===== config.mk =====
export PLATFORM = sky130hd
export DESIGN_NAME = out_port
export DESIGN_NICKNAME = d
export VERILOG_FILES = /design/src/rtl/out_port.sv
export SDC_FILE = /design/constraint.sdc
export NUM_CORES = 1
export LEC_CHECK = 0
export CORE_MARGIN = 2
export CORE_UTILIZATION = 40
export DETAILED_ROUTE_END_ITERATION = 7
export PLACE_DENSITY = 0.71
export SLEW_MARGIN = 40
export SYNTH_ARGS = -nofsm -noshare
export SYNTH_HDL_FRONTEND = slang
export SYNTH_SLANG_ARGS = --single-unit

===== constraint.sdc =====
create_clock -name clock -period 6.3 [get_ports clock]
set_input_delay 1.89 -clock clock [delete_from_list [all_inputs] [get_ports clock]]
set_output_delay 1.89 -clock clock [all_outputs]
set_load 0.02 [all_outputs]

===== src/rtl/out_port.sv =====
// out_port: memory-mapped output latch driving read-back bus, LEDs and a 4-digit hex display.
// Latency: rdata/led one edge after the write strobe; seg/an registered one edge after dig/value.
// Backpressure: none; every write strobe is accepted unconditionally.
//
// Ports:
//   clock, reset (async, active-high)
//   we, wdata[31:0]      one-cycle write strobe and store data
//   rdata[31:0], led[15:0]  latched value (led = low half)
//   seg[6:0] {g..a}, an[3:0]  active-low segments / digit enables, an[0] = value[3:0]
// Optional build macro: OUT_PORT_BLANK_LEADING_EN enables leading-zero blanking of digits 1..3.
module out_port #(
    parameter int SCAN_DIV = 50000
) (
    input  logic        clock,
    input  logic        reset,
    input  logic        we,
    input  logic [31:0] wdata,
    output logic [31:0] rdata,
    output logic [15:0] led,
    output logic [6:0]  seg,
    output logic [3:0]  an
);

    localparam int CNT_W = (SCAN_DIV > 1) ? $clog2(SCAN_DIV) : 1;
    localparam logic [CNT_W-1:0] CNT_MAX = CNT_W'(SCAN_DIV - 1);

    logic [31:0]      value;
    logic [CNT_W-1:0] cnt;
    logic [1:0]       dig;
    logic             cnt_wrap;
    logic [3:0]       nibble;
    logic             blank;
    logic [3:0]       an_nxt;
    logic [6:0]       seg_nxt;

    function automatic logic [6:0] hex7(input logic [3:0] n);
        case (n)
            4'h0:    hex7 = 7'b1000000;
            4'h1:    hex7 = 7'b1111001;
            4'h2:    hex7 = 7'b0100100;
            4'h3:    hex7 = 7'b0110000;
            4'h4:    hex7 = 7'b0011001;
            4'h5:    hex7 = 7'b0010010;
            4'h6:    hex7 = 7'b0000010;
            4'h7:    hex7 = 7'b1111000;
            4'h8:    hex7 = 7'b0000000;
            4'h9:    hex7 = 7'b0010000;
            4'hA:    hex7 = 7'b0001000;
            4'hB:    hex7 = 7'b0000011;
            4'hC:    hex7 = 7'b1000110;
            4'hD:    hex7 = 7'b0100001;
            4'hE:    hex7 = 7'b0000110;
            default: hex7 = 7'b0001110;
        endcase
    endfunction

    // Value register: last write wins.
    always_ff @(posedge clock or posedge reset) begin
        if (reset) begin
            value <= 32'd0;
        end else if (we) begin
            value <= wdata;
        end
    end

    assign rdata = value;
    assign led   = value[15:0];

    // Scan divider. With SCAN_DIV = 1, CNT_MAX is 0 so the counter
    // sits at 0 and the digit advances every cycle.
    assign cnt_wrap = (cnt == CNT_MAX);

    always_ff @(posedge clock or posedge reset) begin
        if (reset) begin
            cnt <= '0;
            dig <= 2'd0;
        end else if (cnt_wrap) begin
            cnt <= '0;
            dig <= dig + 2'd1;
        end else begin
            cnt <= cnt + 1'b1;
        end
    end

    // Digit select and segment pattern are computed from the same dig and
    // value, so an and seg always change on the same edge.
    always_comb begin
        nibble = value[{dig, 2'b00} +: 4];
        blank  = 1'b0;
`ifdef OUT_PORT_BLANK_LEADING_EN
        case (dig)
            2'd1:    blank = (value[15:4]  == 12'd0);
            2'd2:    blank = (value[15:8]  == 8'd0);
            2'd3:    blank = (value[15:12] == 4'd0);
            default: blank = 1'b0;
        endcase
`endif
        if (blank) begin
            an_nxt  = 4'b1111;
            seg_nxt = 7'b1111111;
        end else begin
            an_nxt  = ~(4'b0001 << dig);
            seg_nxt = hex7(nibble);
        end
    end

    always_ff @(posedge clock or posedge reset) begin
        if (reset) begin
            an  <= 4'b1111;
            seg <= 7'b1111111;
        end else begin
            an  <= an_nxt;
            seg <= seg_nxt;
        end
    end

endmodule


== Yosys cells after proc, flatten, opt, wreduce, memory -nomap -nowiden ==
Memory sizes are Yosys's and may differ from the RTL's. A register that Yosys moved wholly into a read port is not among the register bits.
Cells that the tools add are included.

* Bits in registers: 54
* Memory bits (read-only): 112
* Memories: 1

* Add/sub/neg operators: 2
* Eq/ne operators: 1
* Shifts and indexed selects: 2
* Multiplexer cells: 1
* Bitwise operators: 1

{| class="wikitable"
|+ Memories
! memory !! depth !! bits a word !! read ports !! clocked after memory_dff !! write ports !! line !! RTL
|-
| (no name shown) || 16 || 7 || 1 || 1 || 0 || 37 || <nowiki>case (n)</nowiki>
|}

{| class="wikitable"
|+ Operators by type and width
! cell !! count
|-
| 32-bit by 5-bit variable part select with 4-bit output || 1
|-
| 16-bit by 1-bit adder with 16-bit output, second input constant || 1
|-
| 16-bit equality test, second input constant || 1
|-
| 16-bit two-way mux || 1
|-
| 4-bit NOT || 1
|-
| 1-bit by 2-bit left shift with 4-bit output, first input constant || 1
|-
| 2-bit by 1-bit adder with 2-bit output, second input constant || 1
|}

== Longest topological paths before layout ==
* Depth after elaboration: 2
* Depth in mapped cells: 7
* Gate-level depth less buffers: 6

== Least setup slack after synthesis ==
Ideal clock, no wire load.

* Path type: input to register
* Start: in we
* End: reg value[0], in the netlist rdata[0]
* Setup time: 0.125 ns
* Arrival: 2.765 ns
* Data required time: 6.175 ns
* Slack: 3.410 ns
* Cell stages on the path: 3
* Buffers on the path: 2
* Cells stage by stage: clkbuf_1 -> buf_1 -> mux2_2

{| class="wikitable"
|+ RTL lines
! element !! line !! RTL
|-
| start: declaration || 16 || <nowiki>input logic we,</nowiki>
|-
| end signal: assignment || 62 || <nowiki>value <= wdata;</nowiki>
|-
| end: declaration || 27 || <nowiki>logic [31:0] value;</nowiki>
|}

No word-level cell between the ends.

== Worst setup path after layout ==
* Start: reg seg[4]
* End: out seg[4]

{| class="wikitable"
|+ RTL lines
! element !! line !! RTL
|-
| start: declaration || 20 || <nowiki>output logic [6:0] seg,</nowiki>
|}

No word-level cell between the ends.

==> impl_results.md <==
* Worst hold stages at 1
* Unrepaired setup endpoints after global routing: false
* Hold Crit Class: register to register
* Power per Cell Area at 259.0 nW/um^2
* Vias in the first global route at 1,958
* Overflow after GRT at 0
* Clock slew at reported path FFs at 0.07 ns
* Hold buffers post-CTS at 0
* Slew margin rel. at 64.13%
* Hold Crit Start: cnt[0]
* Core ar. at 6794 sq um
* DR vias/cell at 4.762
* Post-CTS setup buffer count at 0
* Reg2reg path depth at 5
* Fmax achieved at 0.2998 GHz
* Antenna diodes at 0
* GRT busiest layer: met2
* DRT Wirelength at 5509 um
* # rows at 30
* Gate Count Post-Synth at 219
* Critical Path RT at 4.41 ns
* Dpl ws at 3.039 ns
* GRT met1 Usage at 18.56%
* Setup crit start: seg[4]
* Crit path max fanout at 1
* CTS sink cnt at 61
* Setup CP Type: register to output pin
* Starting Density at 41.33%
* Setup TNS at 0 ns
* FF-to-FF End: seg[0]
* Fin crit share at 52.95%
* Setup ws final at 2.964 ns
* Die Area at 7705 sq um
* Reg-to-reg critical path startpoint: dig[0]
* Cell family with most CP delay: buffers and inverters
* #FFs+latches synth at 61
* Share of post-route cells with drive strength above 1 at 22.73%
* IO Pins at 94
* H-tree level count at 3
* Synthesized area per cell at 12.82 sq um
* Register Area at 1540 sq um
* DR iter-0 viols at 82
* Min-Delay Endpoint: cnt[0]
* Slew @ Worst Pin at 0.5381 ns
* Main combinational cell family by area after synthesis: multiplexers
* Startpoint Class: register
* Clock Skew at 0.007168 ns
* Initial antenna violation count at 0
* Flop-to-flop setup slack at 4.31 ns
* Max stage delay on crit path at 0.60 ns
* Crit. End Element: output pin
* DIE WIDTH at 87.78 um
* First-pass GRT wire length at 9135 um
* Pin count of the biggest net entering global routing at 62
* Post-DP HPWL at 3930 um
* Global placement routability congestion at 0.8947
* Die Y at 87.78 um
* Yosys warnings at 0
* Post-Synth Adder-Cell Area at 4.902%
* Distinct cells, synth at 34
* TritonCTS Buffers at 9
* Minimum clock period at 3.336 ns
* Clock tree from TritonCTS: done
* Final count of hold timing violations at 0
* Maxcap violations at 0
* Slew Viols, Final at 0
* Worst-path cell chain: clkdlybuf4s50_1
* Compound-Gate Fraction of Synth Area at 3.387%
* Total GRT Usage at 15.64%
* CTS root buffer: clkbuf_8
* Leak pwr at 1.620 nW
* Status: finished clean
* Area occupied by multi-input gates at 1076 sq um
* Worst path bufs/invs at 1
* # port buffers at 93
* Clk buf depth at 2
* Final net count at 349
* Mean routed wirelength per cell at 13.64 um
* Crit path DAT at 1.45 ns
* GR Layer Usage met3 at 3.393%
* CP max-delay cell: clkdlybuf4s50_1
* DRT Pass-1 Iters at 4
* Met2 usage at 25.62%
* Maximum vdd drop at 0.1056 mV
* Seq/Total Area, Yosys at 54.86%
* Post-CTS Resized at 0
* Proportion of synthesized area in mux cells at 17.25%
* Post-DRT Antenna Nets at 0
* Area Overhead vs Synth at 40.37%
* Via count at 1,924
* Drt drc at 0
* Post-synthesis xor/xnor area fraction at 4.055%
* Final setup fails at 0
* Clk_lat worst skew at 0.33 ns
* Post-Synth Simple-Gate Area at 8.734%
* Net Count, Synth at 265
* Post-Syn Area at 2808 sq um
* # fillers at 599
cell type report:
class	count	area share (%)
clock inverters	5	1.905
well taps	96	3.048
multi-input cells	124	27.30
repair buffers	96	24.29
clock buffers	11	3.333
inverters	11	1.048
flip-flops and latches	61	39.08
cells in the mapped netlist:
| cell type | count | area share, % |
|---|---|---|
| and4_2 | 1 | 0.36 |
| o21a_1 | 3 | 0.80 |
| nand2b_1 | 1 | 0.22 |
| clkbuf_1 | 1 | 0.13 |
| o31ai_1 | 1 | 0.27 |
| xnor2_1 | 9 | 2.8 |
| and4_1 | 1 | 0.31 |
| or3_1 | 2 | 0.45 |
| mux4_2 | 4 | 3.2 |
| nand3_2 | 1 | 0.36 |
| and2_1 | 2 | 0.45 |
| dfstp_2 | 11 | 10 |
| a22oi_1 | 1 | 0.27 |
| mux2_2 | 35 | 14 |
| buf_4 | 16 | 4.3 |
| inv_1 | 11 | 1.5 |
| buf_1 | 3 | 0.40 |
| or4_1 | 1 | 0.27 |
| o21ai_1 | 1 | 0.18 |
| nor2_1 | 11 | 1.5 |
| a21oi_1 | 3 | 0.53 |
| o2bb2ai_1 | 1 | 0.31 |
| nand2_1 | 8 | 1.1 |
| nand4_1 | 4 | 0.89 |
| xor2_1 | 4 | 1.2 |
| dfrtp_1 | 50 | 45 |
| buf_2 | 3 | 0.53 |
| a22o_1 | 1 | 0.31 |
| nand3_1 | 7 | 1.2 |
| nor2b_1 | 3 | 0.67 |
| ha_1 | 11 | 4.9 |
| nor4b_1 | 2 | 0.62 |
| o21ai_0 | 4 | 0.71 |
| nor3_1 | 2 | 0.36 |
cell families after synthesis:
family                     Yosys count
AOI/OAI and AO/OA                   15
xor gates and xnor gates            13
and+or+nand+nor                     46
muxes                               39
buffers and inverters               34
DFF                                 61
adders and majority gates           11
worst max-delay path by stage:
stage	endpoint	slack (ns)	cells after the start
after global routing	an[1]	2.92	1
final	seg[4]	2.96	1
after detailed placement	rdata[11]	3.04	3
after CTS	seg[4]	2.93	1
after floorplan	cnt[0]	2.92	1
after global placement	rdata[7]	3.06	3
metal layers:
metal | vias up | wire length, um
met1 | 938 | 2348
li1 | 910 | -
met4 | 0 | 162
met5 | - | 0
met2 | 62 | 2721
met3 | 14 | 276
state kept, by name, summed over array words and instances (netlist names):
name / flops
dig: 2
an: 4
rdata: 32
cnt: 16
seg: 7
stage by stage:
| step | hold WS (ns) | utilization, % | total power, mW | std cells | cell area, sq um |
|---|---|---|---|---|---|
| floorplan | 0.4476 | - | 0.5681 | 219 | 2808 |
| global placement | 0.4653 | 54.92 | 0.6621 | 388 | 3731 |
| detailed placement | 0.4758 | 54.92 | 0.6656 | 388 | 3731 |
| CTS | 0.4849 | 57.96 | 1.037 | 404 | 3938 |
| global route | 0.5004 | 58.01 | 1.068 | 404 | 3941 |
| finish | 0.4824 | 58.01 | 1.021 | 404 | 3941 |
power by group:
| group | total (mW) | internal, mW | leakage [nW] | switching, mW |
|---|---|---|---|---|
| registers | 0.443 | 0.425 | 0.726 | 0.0179 |
| logic | 0.213 | 0.115 | 0.787 | 0.0980 |
| clock network | 0.365 | 0.221 | 0.107 | 0.144 |
layout by cell type, fill, tap and decap left out, types with 7 or more instances in the layout:
cell type | netlist | routed
ha_1 | 11 | 11
nand3_1 | 7 | 7
mux2_2 | 35 | 35
clkdlybuf4s50_1 | 0 | 93
dfstp_2 | 11 | 11
inv_1 | 11 | 10
dfrtp_1 | 50 | 50
nor2_1 | 11 | 11
nand2_1 | 8 | 8
xnor2_1 | 9 | 9
clkbuf_8 | 0 | 9
(Power assumes the default switching activity.)
==> RTL change 1: new RTL, same settings <==
Set the parameter `SCAN_DIV` to 200000 (it was 50000).
--- a/src/rtl/out_port.sv
+++ b/src/rtl/out_port.sv
@@ -9,7 +9,7 @@
 //   seg[6:0] {g..a}, an[3:0]  active-low segments / digit enables, an[0] = value[3:0]
 // Optional build macro: OUT_PORT_BLANK_LEADING_EN enables leading-zero blanking of digits 1..3.
 module out_port #(
-    parameter int SCAN_DIV = 50000
+    parameter int SCAN_DIV = 200000
 ) (
     input  logic        clock,
     input  logic        reset,
Check against the original RTL: same outputs for any inputs over 10 cycles, from zero or initial values and one cycle with reset high; that may be too few to reach the edited logic, so the function may still have changed.
==> RTL change 1 against the original RTL <==
Synthesized cell count is 4.1% higher. Routed wire length is 4.2% higher. Sequential power is 3% higher. Area after synthesis is 3.5% higher. Worst setup slack better by 0.0080 ns. Power is 1.2% lower. Register-to-register slack hardly changed. Non-clock buffer count is 1 lower. Final area is 2.1% higher. Sequential cell count is 2 higher. Critical endpoint is now an[3]. Largest power group unchanged.
==> RTL change 1: results (changes against the original RTL) <==
* Status: finished clean
* Final GP Congestion at 0.881 (-1.6%)
* Layout Skew at 0.00551 ns (-0.00166 ns)
* Fill cells at 609 (+1.7%)
* Vias in the first global route at 2038 (+4.1%)
* Share of cells above drive strength 1 at 0.228 (+0.000575)
* Syn Inst Count at 228 (+4.1%)
* Met2 usage at 0.262 (+0.00575)
* DPL Wire Length at 4080 um (+3.7%)
* Lkg Pwr at 1.67 nW (+3.1%)
* Global-route wire length before repair at 9800 um (+7.3%)
* Actual slew at the worst max-slew pin at 0.540 ns (+0.00151 ns)
* Total GRT Usage at 0.162 (+0.00572)
* Total routed wirelength at 5740 um (+4.2%)
* Area contributors post-synth: dfrtp_1, mux2_2, dfstp_2
* Sw Pwr at 0.264 mW (+1.4%)
* Flop+latch power at 0.456 mW (+3%)
* R2R setup slack at 4.31 ns (about the same)
* Post-synth top cells: dfrtp_1, mux2_2, buf_4
* Vias at 1960 (+1.9%)
* Synth unique cells at 38 (+12%)
* Final net count at 357 (+2.3%)
* Seq/Total Area, Yosys at 0.547 (-0.00144)
* Peak VDD IR at 0.152 mV (+44%)
* Placed Area at 0.00383 mm2 (+2.6%)
* Fin cells at 415 (+2.7%)
* DRT iter0 DRCs at 111 (+35%)
* PD cells at 251 mW/mm2 (-3.2%)
[RTL change 1: final timing paths]
check | cells after the start | startpoint | end
max in group asynchronous | 3 | reset | seg[2]
min reg2reg | 1 | cnt[0] | cnt[0]
min | 1 | cnt[0] | cnt[0]
max reg2reg | 5 | dig[0] | seg[0]
max | 1 | an[3] | an[3]
min in group asynchronous | 3 | reset | rdata[25]
[RTL change 1: logic make-up after synthesis]
family	share of synthesized area
DFF	0.547
and+or+nand+nor	0.0921
muxes	0.167
buffers and inverters	0.0684
xor gates and xnor gates	0.0452
AOI/OAI and AO/OA	0.0331
adders and majority gates	0.0474
[RTL change 1: final cells by class]
cell class,count,area [um2],area share
sequential,63,1590,0.395
inverter,13,48.8,0.0121
multi-input combinational,129,1120,0.278
clock inverter,4,45.0,0.0112
tap,99,124,0.0308
timing repair buffer,95,950,0.236
clock buffer,12,145,0.0361
[RTL change 1: routing by layer]
metal,vias to the layer above,routed length [um]
li1,930,-
met5,-,0
met1,946,2450
met2,75,2830
met4,0,114
met3,9,340
==> RTL change 2: new RTL, same flow settings <==
Made on the original files. Remove the register `seg`: a continuous assignment takes its place, so the output `seg` follows one clock earlier. Comments in the files are not updated.
--- a/src/rtl/out_port.sv
+++ b/src/rtl/out_port.sv
@@ -107,12 +107,12 @@
     always_ff @(posedge clock or posedge reset) begin
         if (reset) begin
             an  <= 4'b1111;
-            seg <= 7'b1111111;
         end else begin
             an  <= an_nxt;
-            seg <= seg_nxt;
         end
     end
 
+    assign seg = seg_nxt;
+
 endmodule
 
Behaviour: not the same (a bounded check fails within 4 cycles, from zero or initial values and one cycle with reset high).
==> RTL change 2 against the original RTL <==
Final area fell by 7.8%. Routed wire length decreased by 4.6%. Hold slack improved by 0.0089 ns. Sequential share of layout area shrank 1.8 points. Area after synthesis shrank 6.6%. Register-to-register slack improved by 0.09 ns. Worst setup slack got worse by 1.4 ns. Maximum frequency decreased by 29%. Global-route usage decreased by 0.53 points. Clock skew decreased by 0.0038 ns. Power fell by 19%. Via count down 4.7%. Sequential cell count is 7 lower.
==> RTL change 2: results (changes against the original RTL) <==
* Final net count at 338 (-3.2%)
* Total GRT Usage at 0.151 (-0.00526)
* Seq/Total Area, Yosys at 0.517 (-0.0316)
* Compound-Gate Fraction of Synth Area at 0.0362 (+0.00237)
* Met3 usage at 0.0486 (+0.0147)
* Clk_lat worst skew at 0.30 ns (-0.03 ns)
* Final GP Congestion at 0.808 (-9.6%)
* Share of cells above drive strength 1 at 0.191 (-0.0361)
* Lkg Pwr at 1.49 nW (-8.0%)
* Post-DR wirelength/cell at 14.2 um (+4.2%)
* Status: finished clean
* Area contributors post-synth: dfrtp_1, mux2_2, ha_1
* Via density at 4.96 (+4.1%)
* Met1 Usage GRT at 0.202 (+0.0161)
* DPL Wire Length at 3890 um (-1.1%)
* Mux contribution to synthesized area at 0.185 (+0.0121)
* Global-route wire length before repair at 8880 um (-2.8%)
* Post-Synth XOR/XNOR Area at 0.0434 (+0.00284)
* Arrival @ worst endpoint at 2.81 ns (+1.36 ns)
* Worst-path maximum fanout at 8 (+7)
* Mapped Nets at 258 (-2.6%)
* TritonCTS buffer count at 5 (-4)
* Worst-path clk slew at 0.09 ns (+0.02 ns)
* DRT iter0 DRCs at 26 (-68%)
* Layout Skew at 0.00337 ns (-0.00379 ns)
## RTL change 2: power breakdown
group	internal [mW]	switching [mW]	total, mW
registers	0.367	0.0158	0.383
logic	0.114	0.0979	0.212
clock network	0.119	0.111	0.230
## RTL change 2: path summary, 6_finish.rpt
kind	start	to	slack, ns	cells after the start
max	dig[1]	seg[0]	1.60	6
min	cnt[0]	cnt[0]	0.49	1
max reg2reg	cnt[0]	cnt[14]	4.40	5
min reg2reg	cnt[0]	cnt[0]	0.49	1
max in group asynchronous	reset	rdata[6]	3.77	3
min in group asynchronous	reset	rdata[24]	2.08	3
## RTL change 2: routing by layer
layer,wire [um],up-vias,share of wire
met2,2590,52,0.49
met1,2280,909,0.43
met3,351,6,0.067
li1,-,867,-
met5,0,-,0
met4,41,0,0.0078
## RTL change 2: critical path, cell delays in order (launching register included)
cell and delay, ns:
dfrtp_1 0.56, mux4_2 0.64, inv_1 0.16, ha_1 0.22
inv_1 0.07, o31ai_1 0.22, clkdlybuf4s50_1 0.64
## RTL change 2: logic make-up after synthesis
kind of cell	Yosys count
buffers and inverters	34
muxes	39
and+or+nand+nor	46
adders and majority gates	11
AOI/OAI and AO/OA	15
DFF	54
xor gates and xnor gates	13
## RTL change 2: metrics by stage
step | std cells | util | hold slack [ns] | cell area [um2] | setup WS, ns
after global routing | 370 | 0.572 | 0.526 | 3630 | 1.44
final | 370 | 0.572 | 0.491 | 3630 | 1.60
after detailed placement | 362 | 0.555 | 0.476 | 3520 | 1.93
after floorplan | 212 | - | 0.448 | 2620 | 2.36
after global placement | 362 | 0.555 | 0.472 | 3520 | 2.00
after CTS | 370 | 0.572 | 0.490 | 3630 | 1.59
## RTL change 2: area by class of cell
cell class,count,area [um2]
Sequential cell,54,1360
Tap cell,77,96.3
Multi-Input combinational cell,124,1080
Clock buffer,6,72.6
Inverter,11,41.3
Fill cell,553,2720
Clock inverter,2,37.5
Timing Repair Buffer,96,953
